--- config.mk ---
export PLATFORM = sky130hd
export DESIGN_NAME = spi_flash_responder
export DESIGN_NICKNAME = d
export VERILOG_FILES = /design/src/rtl/spi_flash_responder_pkg.sv /design/src/rtl/spi_pin_sync.sv /design/src/rtl/spi_flash_responder.sv
export SDC_FILE = /design/constraint.sdc
export NUM_CORES = 1
export LEC_CHECK = 0
export CORE_MARGIN = 2
export CORE_UTILIZATION = 51
export DETAILED_ROUTE_END_ITERATION = 8
export GPL_TIMING_DRIVEN = 0
export HOLD_SLACK_MARGIN = 0.12
export PLACE_DENSITY = 0.74
export SLEW_MARGIN = 20
export SYNTH_ARGS = -nofsm -noshare
export SYNTH_HDL_FRONTEND = slang
export SYNTH_SLANG_ARGS = --single-unit
--- constraint.sdc ---
create_clock -name clk -period 5.5 [get_ports clk]
set_input_delay 0.825 -clock clk [delete_from_list [all_inputs] [get_ports clk]]
set_output_delay 0.825 -clock clk [all_outputs]
set_load 0.005 [all_outputs]
--- src/rtl/spi_flash_responder_pkg.sv ---
// Opcodes and FSM encoding shared by the SPI flash responder and the SPI flash master.
package spi_flash_responder_pkg;

  localparam logic [7:0] CMD_READ = 8'h03;
  localparam logic [7:0] CMD_RDID = 8'h9F;
  localparam logic [7:0] CMD_RDSR = 8'h05;

  typedef enum logic [2:0] {
    StIdle   = 3'd0,
    StCmd    = 3'd1,
    StId     = 3'd2,
    StStat   = 3'd3,
    StAddr   = 3'd4,
    StData   = 3'd5,
    StIgnore = 3'd6
  } state_e;

  function automatic state_e cmd_to_state(input logic [7:0] opcode);
    case (opcode)
      CMD_RDID: return StId;
      CMD_RDSR: return StStat;
      CMD_READ: return StAddr;
      default:  return StIgnore;
    endcase
  endfunction

endpackage

--- src/rtl/spi_pin_sync.sv ---
// Two-flop synchronisers for the SPI pins plus edge detection on the synchronised sck/ss.
module spi_pin_sync (
  input  logic clk,
  input  logic rst,
  input  logic ss,
  input  logic sck,
  input  logic mosi,
  output logic sck_rise,
  output logic sck_fall,
  output logic ss_fall,
  output logic ss_rise,
  output logic mosi_s
);

  logic ss_meta_q, ss_sync_q, ss_prev_q;
  logic sck_meta_q, sck_sync_q, sck_prev_q;
  logic mosi_meta_q, mosi_sync_q;

  // ss resets high so a deselected bus does not look like a fresh select.
  always_ff @(posedge clk) begin
    if (rst) begin
      ss_meta_q   <= 1'b1;
      ss_sync_q   <= 1'b1;
      ss_prev_q   <= 1'b1;
      sck_meta_q  <= 1'b0;
      sck_sync_q  <= 1'b0;
      sck_prev_q  <= 1'b0;
      mosi_meta_q <= 1'b0;
      mosi_sync_q <= 1'b0;
    end else begin
      ss_meta_q   <= ss;
      ss_sync_q   <= ss_meta_q;
      ss_prev_q   <= ss_sync_q;
      sck_meta_q  <= sck;
      sck_sync_q  <= sck_meta_q;
      sck_prev_q  <= sck_sync_q;
      mosi_meta_q <= mosi;
      mosi_sync_q <= mosi_meta_q;
    end
  end

  assign sck_rise = sck_sync_q & ~sck_prev_q;
  assign sck_fall = ~sck_sync_q & sck_prev_q;
  assign ss_fall  = ~ss_sync_q & ss_prev_q;
  assign ss_rise  = ss_sync_q & ~ss_prev_q;
  assign mosi_s   = mosi_sync_q;

endmodule

--- src/rtl/spi_flash_responder.sv ---
// SPI mode-0 slave that answers RDID, RDSR and READ like a serial flash, oversampled in clk.
module spi_flash_responder
  import spi_flash_responder_pkg::*;
#(
  parameter int unsigned ADDR_W   = 24,
  parameter logic [23:0] JEDEC_ID = 24'hEF4016,
  parameter logic [7:0]  STATUS   = 8'h00
) (
  input  logic              clk,
  input  logic              rst,
  input  logic              ss,
  input  logic              sck,
  input  logic              mosi,
  output logic              miso,
  output logic              miso_oe,
  output logic              rd_en,
  output logic [ADDR_W-1:0] rd_addr,
  input  logic [7:0]        rd_data,
  output logic              cmd_valid,
  output logic [7:0]        cmd,
  output logic              busy
);

  logic sck_rise, sck_fall, ss_fall, ss_rise, mosi_s;

  spi_pin_sync u_pin_sync (
    .clk      (clk),
    .rst      (rst),
    .ss       (ss),
    .sck      (sck),
    .mosi     (mosi),
    .sck_rise (sck_rise),
    .sck_fall (sck_fall),
    .ss_fall  (ss_fall),
    .ss_rise  (ss_rise),
    .mosi_s   (mosi_s)
  );

  state_e            state_q, state_d;
  logic [2:0]        bit_cnt_q, bit_cnt_d;
  logic [6:0]        rx_q, rx_d;
  logic [7:0]        tx_q, tx_d;
  logic [15:0]       addr_q, addr_d;
  logic [1:0]        addr_cnt_q, addr_cnt_d;
  logic [1:0]        id_idx_q, id_idx_d;
  logic [ADDR_W-1:0] rd_addr_q, rd_addr_d;
  logic              rd_en_q, rd_en_d;
  logic              cap_q, cap_d;
  logic [7:0]        cmd_q, cmd_d;
  logic              cmd_valid_q, cmd_valid_d;
  logic              miso_q, miso_d;

  logic [7:0]  rx_byte;
  logic [23:0] addr_full;
  logic        byte_done;

  assign rx_byte   = {rx_q, mosi_s};
  assign addr_full = {addr_q, rx_byte};
  assign byte_done = sck_rise && (bit_cnt_q == 3'd7);

  function automatic logic [7:0] id_byte(input logic [1:0] idx);
    case (idx)
      2'd0:    return JEDEC_ID[23:16];
      2'd1:    return JEDEC_ID[15:8];
      2'd2:    return JEDEC_ID[7:0];
      default: return 8'h00;
    endcase
  endfunction

  always_ff @(posedge clk) begin
    if (rst) begin
      state_q     <= StIdle;
      bit_cnt_q   <= '0;
      rx_q        <= '0;
      tx_q        <= '0;
      addr_q      <= '0;
      addr_cnt_q  <= '0;
      id_idx_q    <= '0;
      rd_addr_q   <= '0;
      rd_en_q     <= 1'b0;
      cap_q       <= 1'b0;
      cmd_q       <= '0;
      cmd_valid_q <= 1'b0;
      miso_q      <= 1'b0;
    end else begin
      state_q     <= state_d;
      bit_cnt_q   <= bit_cnt_d;
      rx_q        <= rx_d;
      tx_q        <= tx_d;
      addr_q      <= addr_d;
      addr_cnt_q  <= addr_cnt_d;
      id_idx_q    <= id_idx_d;
      rd_addr_q   <= rd_addr_d;
      rd_en_q     <= rd_en_d;
      cap_q       <= cap_d;
      cmd_q       <= cmd_d;
      cmd_valid_q <= cmd_valid_d;
      miso_q      <= miso_d;
    end
  end

  always_comb begin
    state_d     = state_q;
    bit_cnt_d   = bit_cnt_q;
    rx_d        = rx_q;
    tx_d        = tx_q;
    addr_d      = addr_q;
    addr_cnt_d  = addr_cnt_q;
    id_idx_d    = id_idx_q;
    rd_addr_d   = rd_addr_q;
    rd_en_d     = 1'b0;
    cap_d       = rd_en_q;
    cmd_d       = cmd_q;
    cmd_valid_d = 1'b0;
    miso_d      = miso_q;

    if (state_q == StIdle) begin
      miso_d = 1'b0;
      if (ss_fall) begin
        state_d    = StCmd;
        bit_cnt_d  = '0;
        rx_d       = '0;
        tx_d       = '0;
        addr_cnt_d = '0;
        id_idx_d   = '0;
      end
    end else if (ss_rise) begin
      // Deselect wins over any coincident sck edge; a partial byte is dropped.
      state_d   = StIdle;
      bit_cnt_d = '0;
      tx_d      = '0;
      miso_d    = 1'b0;
      cap_d     = 1'b0;
    end else begin
      if (sck_fall) begin
        miso_d = tx_q[7];
        tx_d   = {tx_q[6:0], 1'b0};
      end
      if (cap_q) begin
        tx_d = rd_data;
      end
      if (sck_rise) begin
        rx_d      = rx_byte[6:0];
        bit_cnt_d = bit_cnt_q + 3'd1;
      end
      // Response bytes are loaded on the last rise so the following fall drives their MSB.
      if (byte_done) begin
        case (state_q)
          StCmd: begin
            cmd_d       = rx_byte;
            cmd_valid_d = 1'b1;
            state_d     = cmd_to_state(rx_byte);
            addr_cnt_d  = '0;
            if (rx_byte == CMD_RDID) begin
              tx_d     = id_byte(2'd0);
              id_idx_d = 2'd1;
            end else if (rx_byte == CMD_RDSR) begin
              tx_d = STATUS;
            end else begin
              tx_d = 8'h00;
            end
          end
          StId: begin
            tx_d = id_byte(id_idx_q);
            if (id_idx_q != 2'd3) begin
              id_idx_d = id_idx_q + 2'd1;
            end
          end
          StStat: tx_d = STATUS;
          StAddr: begin
            addr_d = addr_full[15:0];
            if (addr_cnt_q == 2'd2) begin
              rd_addr_d = addr_full[ADDR_W-1:0];
              rd_en_d   = 1'b1;
              state_d   = StData;
            end else begin
              addr_cnt_d = addr_cnt_q + 2'd1;
            end
          end
          StData: begin
            rd_addr_d = rd_addr_q + ADDR_W'(1);
            rd_en_d   = 1'b1;
          end
          default: ;
        endcase
      end
    end
  end

  assign miso      = miso_q;
  assign miso_oe   = (state_q != StIdle);
  assign busy      = (state_q != StIdle);
  assign rd_en     = rd_en_q;
  assign rd_addr   = rd_addr_q;
  assign cmd_valid = cmd_valid_q;
  assign cmd       = cmd_q;

endmodule
==> flow_summary_export.csv, run 1 <==
group,metric,value,unit
setup_path,arrival,2330,ps
setup_path,cp_data_required_time,4680,ps
setup_path,cp-startpoint,"state_q[2]",
status,status,"finished, final reports clean",
clock_tree,cts_tree,"done",
die,start_util,53.0,%
cells_and_area,final_cell_area,0.00524,sq mm
die,die_h,96.9,um
detailed_routing,routed_wl,12.2,mm
synthesis,yosysSeqAreaShare,38.7,%
placement,pre_cts_slack,2790,ps
global_routing,grt_pass1_vias,3925,
placement,place_area,0.00502,sq mm
clock_tree,clkSlewWorstSetupHoldPaths,100,ps
clock_tree,cts_setup_buffers,0,
detailed_routing,first_iter_violations,382,
sta,period_minus_slack,3150,ps
cells_and_area,final_cell_mix,"dfxtp_1 (85), nor2_1 (66), clkdlybuf4s50_1 (49)",
setup_path,reg2reg_from,"addr_cnt_q[0]",
power_and_ir_drop,p_total,1.37,mW
synthesis,avgSynthCellArea,8.38,sq um
synthesis,syn_area,0.00440,sq mm
sta,rsz0062_at_grt,"no",
synthesis,synth-main-ff-cell,"dfxtp_1",
global_routing,grt_busiest_layer,"met2",
detailed_routing,ant_nets,0,
die,die-area,0.00938,sq mm
setup_path,endpoint_kind,"primary output",
cells_and_area,final_util,63.2,%
cells_and_area,antenna_cells,0,
worst_hold_path,hp-class,"flip-flop to flip-flop",
sta,post-route-period-util,57.3,%
global_routing,antenna_found_initial,0,
setup_path,critPathLaunchType,"flip-flop",
worst_hold_path,worstHoldStart,"u_pin_sync.ss_meta_q",
detailed_routing,vias,4301,
clock_tree,cts.sinks,85,
global_routing,grt_use_met1,37.3,%
flow_run,maxCapViolations,0,
clock_tree,holdBufCountCts,0,
placement,port_buffers,49,
detailed_routing,drtPass1Iterations,6,
clock_tree,root_buffer,"clkbuf_8",
cells_and_area,areaGrowthSynthToFinish,19.1,%
setup_path,worstSetupPathType,"flip-flop to primary output",
sta,fin_tns_setup,0,ps
detailed_routing,drc,0,
clock_tree,cts.repair.resized,0,
setup_path,rrSetupSlack,3030,ps
placement,globalplace.congestion,0.912,
synthesis,yosysUniqueCellTypes,61,
die,chipWidth,96.9,um
power_and_ir_drop,p_leak,1.97,nW
synthesis,synth_edf_count,0,
synthesis,synth_fp_nets,547,
synthesis,synth-async-reset-ratio,0,%
sta,report.final.hold_viol_count,0,
global_routing,use_met3,4.91,%
clock_tree,cts-buffers-inserted,9,
global_routing,grtUsageMet2,40.5,%
synthesis,ys_ff_latch,85,
placement,dpl.hpwl,8.76,mm
clock_tree,h-tree-depth,3,
power_and_ir_drop,ir_worst_vdd,173,uV
global_routing,grt_usage,26.3,%
synthesis,yosysWarnings,0,
synthesis,synth_cells,525,
sta,maxSlewViolCount,0,
detailed_routing,via_per_inst,6.19,
cells_and_area,layout_commonest_cell,"dfxtp_1",
die,row_count,33,
global_routing,overflow,0,
sta,tightest_slew,1010,ps
cells_and_area,drive_gt1_share,6.27,%
die,core,0.00830,sq mm
sta,fmax,317,MHz
sta,finClkSkew,9.93,ps
die,io_pins,50,
detailed_routing,wl_per_cell,17.6,um
clock_tree,clkLatencyLatePin,380,ps
setup_path,cp_max_fo,11,
power_and_ir_drop,powerDensity,262,mW/mm^2
clock_tree,cts.path.max_buffers,2,
global_routing,grt_max_degree,16,
sta,setup_violations,0,
sta,maxSlewHeadroom,32.4,%
sta,fin_ws,2350,ps
global_routing,grt_pass1_wl,20.3,mm
cells_and_area,fin_nets,607,
worst paths after layout:
path / endpoint / depth (start not counted)
hold reg to reg: u_pin_sync.ss_sync_q / 1
hold / removal: u_pin_sync.ss_sync_q / 1
setup / recovery: miso_oe / 6
setup reg to reg: rd_addr[4] / 8
power breakdown:
part           switching [mW]  total (mW)  internal, mW  leakage, nW
Combinational           0.144       0.230        0.0857         1.18
Clock                   0.248       0.507         0.259        0.104
Sequential             0.0105       0.636         0.625        0.686
routing by layer:
layer / share of wire (%) / wire length [um] / up-vias
li1: - / - / 2005
met1: 46 / 5580 / 2074
met2: 45 / 5560 / 207
met3: 7.6 / 929 / 15
met4: 1.3 / 165 / 0
met5: 0 / 0 / -
kinds of logic after synthesis:
kind of cell    after synthesis  synth area share, %
compound gates              117                 17.1
fa+ha+maj                     9                 2.56
buf+inv                      41                 3.81
flops                        85                 38.7
mux                          44                 10.1
simple gates                229                 27.8
sequential cells by signal, summed over array words and instances (netlist names), 2 cells and up:
signal      count
rx_q            7
tx_q            8
bit_cnt_q       3
cmd             8
addr_cnt_q      2
id_idx_q        2
rd_addr        24
addr_q         16
state_q         3
metrics by stage:
step	hold WS, ps	std cells
finish	417	695
global route	448	695
CTS	421	695
detailed placement	399	679
global placement	396	679
floorplan	389	525
cells in the mapped netlist (5+ instances only):
cell      count  share of area [%]
nand4_1      10                1.4
a31oi_1       6               0.85
a21oi_1      27                3.1
nor3_1       14                1.6
inv_1        10               0.85
nand2_1      45                3.8
and3_1        7                1.0
a211oi_1      7                1.2
buf_2         5               0.57
and2_1        8                1.1
dfxtp_1      85                 39
o21ai_0      31                3.5
or2_2         5               0.71
nor2b_1      14                2.0
a22oi_1      15                2.6
ha_1          9                2.6
clkbuf_1     24                2.0
mux2i_1      42                9.6
or3_1         5               0.71
nand3_1      19                2.2
nand2b_1      9                1.3
nor2_1       66                5.6
final cells by class:
type	count	area [sq um]
inverters	10	37.5
clock inverters	6	92.6
flip-flops and latches	85	1700
multi-input cells	399	2530
fillers	740	3060
well taps	105	131
repair buffers	49	490
clock buffers	10	128
plain buffers	31	130
critical path: stages (launching register included):
cell and delay [ps]:
dfxtp_1 320, buf_2 170, nor3_2 320, inv_1 200, clkbuf_1 290, buf_4 210
clkdlybuf4s50_1 440
Power figures use the tool's default switching activity.
==> run 2: changes to the inputs <==
clock period = 3.1 ns   (was 5.5 ns; I/O delays follow)
==> results of run 2 <==
The final DEF is identical to that of run 1. Status: finished, final reports clean.
Among the figures that moved: setup slack after placement 2790 ps -> 691 ps; setup slack after layout 2350 ps -> 306 ps; register-to-register setup slack 3030 ps -> 630 ps; total power 1.37 mW -> 2.44 mW; worst IR drop on VDD 173 uV -> 308 uV
